<file path="config.mk">
export PLATFORM = sky130hd
export DESIGN_NAME = paddle_ai
export DESIGN_NICKNAME = d
export VERILOG_FILES = /design/src/rtl/paddle_pkg.sv /design/src/rtl/tick_gen.sv /design/src/rtl/paddle_ai.sv
export SDC_FILE = /design/constraint.sdc
export NUM_CORES = 1
export LEC_CHECK = 0
export ABC_AREA = 1
export CORE_ASPECT_RATIO = 0.6
export CORE_MARGIN = 2
export CORE_UTILIZATION = 57
export CTS_CLUSTER_DIAMETER = 50
export CTS_CLUSTER_SIZE = 8
export DETAILED_ROUTE_END_ITERATION = 6
export HOLD_SLACK_MARGIN = 0.02
export PLACE_DENSITY = 0.87
export SLEW_MARGIN = 20
export SYNTH_ARGS = -nofsm -noshare
export SYNTH_HDL_FRONTEND = slang
export SYNTH_SLANG_ARGS = --single-unit
</file>
<file path="constraint.sdc">
create_clock -name clk -period 2.4 [get_ports clk]
set_input_delay 0.48 -clock clk [delete_from_list [all_inputs] [get_ports clk]]
set_output_delay 0.48 -clock clk [all_outputs]
set_load 0.1 [all_outputs]
</file>
<file path="src/rtl/paddle_pkg.sv">
// paddle_pkg: shared state encoding and screen geometry for the paddle AI.
package paddle_pkg;
    typedef enum logic [2:0] {
        IDLE = 3'd0,
        WAIT = 3'd1,
        HOLD = 3'd2,
        UP   = 3'd3,
        DOWN = 3'd4
    } ai_state_t;
    localparam int SCREEN_H     = 480;
    localparam int CENTER_Y     = 240;
    localparam int PADDLE_MAX_Y = 479;
endpackage

</file>
<file path="src/rtl/tick_gen.sv">
// tick_gen: one-cycle pulse every PERIOD cycles, restarted by clr.
module tick_gen #(
    parameter int PERIOD = 1024
) (
    input  logic clk,
    input  logic rst_n,
    input  logic clr,
    output logic tick
);
    localparam int W = PERIOD > 1 ? $clog2(PERIOD) : 1;
    logic [W-1:0] cnt_q, cnt_d;
    assign tick = !clr && cnt_q == W'(PERIOD - 1);
    always_comb cnt_d = (clr || tick) ? '0 : cnt_q + W'(1);
    always_ff @(posedge clk or negedge rst_n)
        if (!rst_n) cnt_q <= '0;
        else        cnt_q <= cnt_d;
endmodule

</file>
<file path="src/rtl/paddle_ai.sv">
// paddle_ai: tracks the ball (or screen centre) with periodic decisions and a reaction delay,
// producing active-low paddle move requests.
module paddle_ai
    import paddle_pkg::*;
#(
    parameter int DECIDE_CYCLES = 1024,
    parameter int REACT_CYCLES  = 65536,
    parameter int DEADBAND      = 8,
    parameter int HALF_H        = 32
) (
    input  logic       clk,
    input  logic       rst_n,
    input  logic       en,
    input  logic [9:0] ball_y,
    input  logic       ball_toward,
    input  logic [9:0] paddle_y,
    output logic       mv_up_n,
    output logic       mv_down_n,
    output logic [2:0] state
);
    localparam int RW = $clog2(REACT_CYCLES > 1 ? REACT_CYCLES : 2);
    localparam logic signed [11:0] DB = 12'(DEADBAND);
    ai_state_t state_q, state_d, decide;
    logic [RW-1:0] react_q, react_d;
    logic tow_q, up_q, dn_q, tick;
    logic [9:0] target;
    logic signed [11:0] err;
    tick_gen #(.PERIOD(DECIDE_CYCLES)) u_tick (
        .clk  (clk),
        .rst_n(rst_n),
        .clr  (!en || state_q == IDLE),
        .tick (tick)
    );
    assign target = ball_toward ? ball_y : 10'(CENTER_Y);
    assign err    = $signed({2'b00, target}) - $signed({2'b00, paddle_y}) - $signed(12'(HALF_H));
    assign decide = err > DB ? DOWN : err < -DB ? UP : HOLD;
    // Priority: disable, wake from idle, ball turning toward us, reaction wait, tick decision.
    always_comb begin
        state_d = state_q;
        react_d = react_q;
        if (!en) state_d = IDLE;
        else if (state_q == IDLE) state_d = HOLD;
        else if (ball_toward && !tow_q) begin
            state_d = WAIT;
            react_d = RW'(REACT_CYCLES - 1);
        end else if (state_q == WAIT) begin
            if ((!ball_toward && tow_q) || react_q == '0) state_d = HOLD;
            else react_d = react_q - RW'(1);
        end else if (tick) state_d = decide;
    end
    always_ff @(posedge clk or negedge rst_n)
        if (!rst_n) begin
            state_q <= IDLE;
            react_q <= '0;
            tow_q   <= 1'b0;
            up_q    <= 1'b0;
            dn_q    <= 1'b0;
        end else begin
            state_q <= state_d;
            react_q <= react_d;
            tow_q   <= ball_toward;
            up_q    <= state_d == UP;
            dn_q    <= state_d == DOWN;
        end
    // Edge-of-screen limits veto movement regardless of the FSM.
    assign mv_up_n   = !(up_q && paddle_y != 10'd0);
    assign mv_down_n = !(dn_q && paddle_y < 10'(PADDLE_MAX_Y));
    assign state     = state_q;
endmodule

</file>
**After elaboration in Yosys (flattened, before gate mapping)**

Index checks and enable logic that the tools add are counted.

- Equal/unequal tests: 5
- Bitwise logic cells: 1
- Add/subtract/negate cells: 4
- Muxes and demuxes: 13
- Magnitude comparators: 3
- Reduce and logical (&&, ||, !) cells: 19

Operators by type and width:

| operator | number |
|---|---|
| $mux 16 | 3 |
| $mux 3 | 7 |
| $mux 10 | 2 |
| $logic_not 16->1 | 1 |
| $sub 16x1->16 const B | 1 |
| $gt 12x5->1 const B | 1 |
| $lt 12x4->1 const B | 1 |
| $sub 11x7->12 const B | 1 |
| $sub 10x10->11 | 1 |
| $add 10x1->10 const B | 1 |
| $eq 10x10->1 const B | 1 |
| $lt 10x9->1 const B | 1 |
| $reduce_bool 10->1 | 1 |
| $logic_not 1->1 | 6 |
| $logic_and 1x1->1 | 5 |
| $reduce_and 4->1 | 1 |
| $eq 3x1->1 const B | 1 |
| $eq 3x2->1 const B | 1 |
| $eq 3x3->1 const B | 1 |
| $logic_not 3->1 | 1 |
| $logic_or 1x1->1 | 3 |
| $ne 2x2->1 const B | 1 |
| $reduce_bool 2->1 | 1 |
| $mux 1 | 1 |
| $not 1->1 | 1 |

- Register bits after elaboration: 32
- Logic and storage cells: 51
- Input port bits: 24

**Depth between registers and ports, before layout**

- Depth in word-level cells: 12
- Gate-level depth with buffers: 23
- Gate-level depth less buffers: 22

**Cells and area by module**

From an unflattened synthesis, not the netlist that was laid out.

- Cell total of the unflattened synthesis: 408
- Area total of the unflattened synthesis: 2725.1 µm²

By module, submodules not included:

| module | instances | seq. area each (µm²) | area an instance (µm²) | cells each |
|---|---|---|---|---|
| paddle_ai | 1 | 550.5 | 2167.1 | 338 |
| tick_gen | 1 | 250.2 | 558.0 | 70 |

**Worst setup path before layout**

OpenSTA, ideal clock, no wires.

- Path type: input-to-output
- Start point: input paddle_y[4]
- End point: output mv_up_n
- Stages: 3
- Setup slack: -1007 ps
- Required time: 1920 ps
- Arrival: 2927 ps
- Cells stage by stage: nor4_1 nand3_1 o21ai_0

- Cells in the longest elaborated chain, start to end: 3

Ends and longest elaborated chain:

| item | line | source |
|---|---|---|
| start, declared | paddle_ai.sv:16 | `input logic [9:0] paddle_y,` |
| $reduce_bool 10->1 | paddle_ai.sv:66 | `assign mv_up_n = !(up_q && paddle_y != 10'd0);` |
| $logic_and 1x1->1 | paddle_ai.sv:66 |  |
| $logic_not 1->1 | paddle_ai.sv:66 |  |
| end, declared | paddle_ai.sv:17 | `output logic mv_up_n,` |

No other way between the ends.

**Worst setup path in the final report**

- Start point: input ball_toward
- End point: register dn_q

RTL lines:

| item | line | source |
|---|---|---|
| start, declared | paddle_ai.sv:15 | `input logic ball_toward,` |
| $mux 10 | paddle_ai.sv:34 | `assign target = ball_toward ? ball_y : 10'(CENTER_Y);` |
| $sub 10x10->11 | paddle_ai.sv:35 | `assign err = $signed({2'b00, target}) - $signed({2'b00, paddle_y}) - $signed(12'(HALF_H));` |
| $sub 11x7->12 | paddle_ai.sv:35 |  |
| $gt 12x5->1 | paddle_ai.sv:36 | `assign decide = err > DB ? DOWN : err < -DB ? UP : HOLD;` |
| $mux 3 | paddle_ai.sv:36 |  |
| $mux 3 | paddle_ai.sv:49 | `end else if (tick) state_d = decide;` |
| $mux 3 | paddle_ai.sv:46 | `end else if (state_q == WAIT) begin` |
| $mux 3 (*) | paddle_ai.sv:43 | `else if (ball_toward && !tow_q) begin` |
| $mux 3 (*) | paddle_ai.sv:42 | `else if (state_q == IDLE) state_d = HOLD;` |
| $mux 3 (*) | paddle_ai.sv:41 | `if (!en) state_d = IDLE;` |
| net state_d[1] | paddle_ai.sv:23 | `ai_state_t state_q, state_d, decide;` |
| $eq 3x3->1 (*) | paddle_ai.sv:63 | `dn_q <= state_d == DOWN;` |
| end signal, assigned | paddle_ai.sv:57 | `dn_q <= 1'b0;` |
| end signal, assigned | paddle_ai.sv:63 |  |
| end, declared | paddle_ai.sv:25 | `logic tow_q, up_q, dn_q, tick;` |

Mark *: on every way through the listed nets, which the timed path passes. The rest lies on a longest branch.
A chain may end at the register's enable or synchronous reset.

==> out/metrics.yaml <==
drt_wl_total_um: 12700
timing.final.max_slew_violations: 0
place_ws_ps: -1080
worstHoldPathType: "in -> reg"
ys.flop_type: "dfrtp_1"
drv_cap: 0
ir_worst_vdd_mv: 0.394
async_reset_ff_frac: 1.00
place_area_mm2: 0.00346
gp_congestion: 0.904
syn_nets: 451
fin_crit_ps: 2950
synth_seq_area_share: 0.294
netlist_area_mm2: 0.00272
skew_ps: 7.02
setup_violations: 5
synth_xor_area_frac: 0.0225
die_w_um: 93.2
final_cell_mix: "74 x nand2_1, 59 x buf_4, 56 x inv_1, 39 x nand2_2, 32 x dfrtp_1"
diodes: 0
fillCellCount: 194
drc: 140
drt_iter0_drc: 927
pin_count: 29
cp.arrival_ps: 3130
final_common_cell: "nand2_1"
slew_headroom: 0.695
fin_area_mm2: 0.00391
end_kind: "register"
antenna_found_initial: 0
ff_latch_area_um2: 801
ys_seq_elements: 32
critPathLaunchType: "input pin"
crit_path_max_fanout: 6
grt_first_pass_wirelength_um: 16600
initial_core_util: 0.593
root_buffer: "clkbuf_8"
drive_above_1_share: 0.372
fin_cells: 566
synth_adder_area_share: 0.0717
multi_input_area_mm2: 0.00194
rows: 19
worst_ep_required_time_ps: 2580
synth_top_cell_by_area: "dfrtp_1"
powerDensity_mw_per_mm2: 545
synth_edf_count: 0
synthDistinctLibCells: 33
crit_type: "in -> reg"
clock_latency_ps: 300
core_mm2: 0.00459
total_power_mw: 2.13
overflow: 0
rsz0062_at_grt: "true"
area_growth_pct: 43.4
dieArea_mm2: 0.00536
nNetsFinal: 541
synthSimpleGateAreaFrac: 0.407
synth_compound_area_frac: 0.0979
muxShareOfSynthArea: 0
cts_tree: "yes"
ys_warn_count: 0
grt_pass1_vias: 3536
synth_top_family_by_area: "simple AND/OR/NAND/NOR gates"
postSynthCellCount: 412
h-tree-depth: 2
hpwlAfterDp_um: 5920
vias_per_cell: 6.76
worst_slack_ps: -550
clock_path_buffers: 2
violations: "DRC, setup timing"
post-route-util: 0.851
final_hold_viol_count: 0
worst_pin_slew_ps: 453
clkSinkCount: 32
yosysTopAreaCellShare: 0.294
cts_buffers: 5
power_leakage_nw: 1.94
antenna_left: 0
vias: 3826
dp_cells: 541
clkTransAtPathRegs_ps: 60
fin_crit_sh: 1.23
dr.pass1.iters: 7
grt.total_usage: 0.402
status: "finished, violations left"
max_freq_mhz: 339
avgSynthCellArea_um2: 6.61
synthTopCellsByArea: "dfrtp_1 29%, nand2_1 14%, inv_1 9.9%, ha_1 6.4%, nand3_1 6.3%"
portBuffers: 28
fp.dieH_um: 57.5
post_drt_wl_per_cell_um: 22.4
grt_max_degree: 33
synthesized netlist by cell type, types with 5 or more instances:
cell type,instances
nand2_2,16
ha_1,14
nor3_1,9
o21ai_0,23
nand2_1,104
inv_1,72
a21oi_1,9
nand3_2,5
xor2_1,7
nand3_1,34
nor2_2,7
dfrtp_1,32
nand4_1,9
nor2_1,36
what timing repair did:
| item | CTS | global route |
|---|---|---|
| setup buffers | 12 | 4 |
| pin swaps | 51 | 36 |
| setup endpoints to repair | 11 | 15 |
| gates cloned | 0 | 1 |
| hold buffers | 0 | 0 |
| gates resized for setup | 75 | 32 |
per-layer routing:
metal	global-route usage	part of all wire	vias up
met5	0	0	-
li1	-	-	1495
met3	0.125	0.16	201
met2	0.622	0.39	475
met4	0.221	0.11	0
met1	0.507	0.34	1655
sequential cells by signal, indices dropped and copies added (netlist names):
signal        count
dn_q              1
react_q          16
state             3
tow_q             1
u_tick.cnt_q     10
up_q              1
area by class of cell:
type                       instances  share of cell area
inverter                          75              0.0750
clock inverter                     2             0.00256
tap                               63              0.0202
multi-input combinational        303               0.496
timing repair buffer              84               0.178
sequential                        32               0.205
timing repair inverter             1             0.00192
clock buffer                       6              0.0211
critical path: stages:
cell	delay (ps)
buf_12	100
inv_8	30
or2_4	250
ha_4	240
nand2_1	120
nand2_1	130
inv_2	110
nand3_2	100
nand2_2	80
nand2_2	80
ha_4	300
inv_2	40
nor2_2	110
o211ai_1	120
nor2_1	140
nand3_1	100
nand2_1	110
nand2_2	80
nand2_2	70
nand2_2	80
a21oi_2	190
nor2_1	70
per-stage QoR:
stage               hold slack, ps  TNS, ps
detailed placement             452    -8440
global placement               453    -6120
CTS                            429     -606
floorplan                      184    -1140
finish                         423    -2290
global route                   436    -3020
path summary, 6_finish.rpt:
| check | from | to | slack, ps | cells after the start |
|---|---|---|---|---|
| hold / removal | ball_toward | tow_q | 420 | 2 |
| setup / recovery | ball_toward | dn_q | -550 | 22 |
| setup reg to reg | u_tick.cnt_q[0] | up_q | -130 | 17 |
| max in group asynchronous | rst_n | u_tick.cnt_q[9] | 1510 | 2 |
| hold reg to reg | u_tick.cnt_q[0] | u_tick.cnt_q[0] | 520 | 1 |
| min in group asynchronous | rst_n | react_q[9] | 570 | 2 |
cell families (layout without fill, tap and decap cells):
family          Yosys count  in the layout
buf+inv                  77            168
xor+xnor                  7              7
flops                    32             32
compound gates           45             45
fa+ha+maj                15             15
simple gates            236            236
report_power, final:
group          internal, mW  switching, mW  total, mW
combinational         0.360          0.603      0.963
clock                 0.229          0.225      0.453
sequential            0.618         0.0915      0.709
No activity file was read; power rests on OpenSTA's default activity.
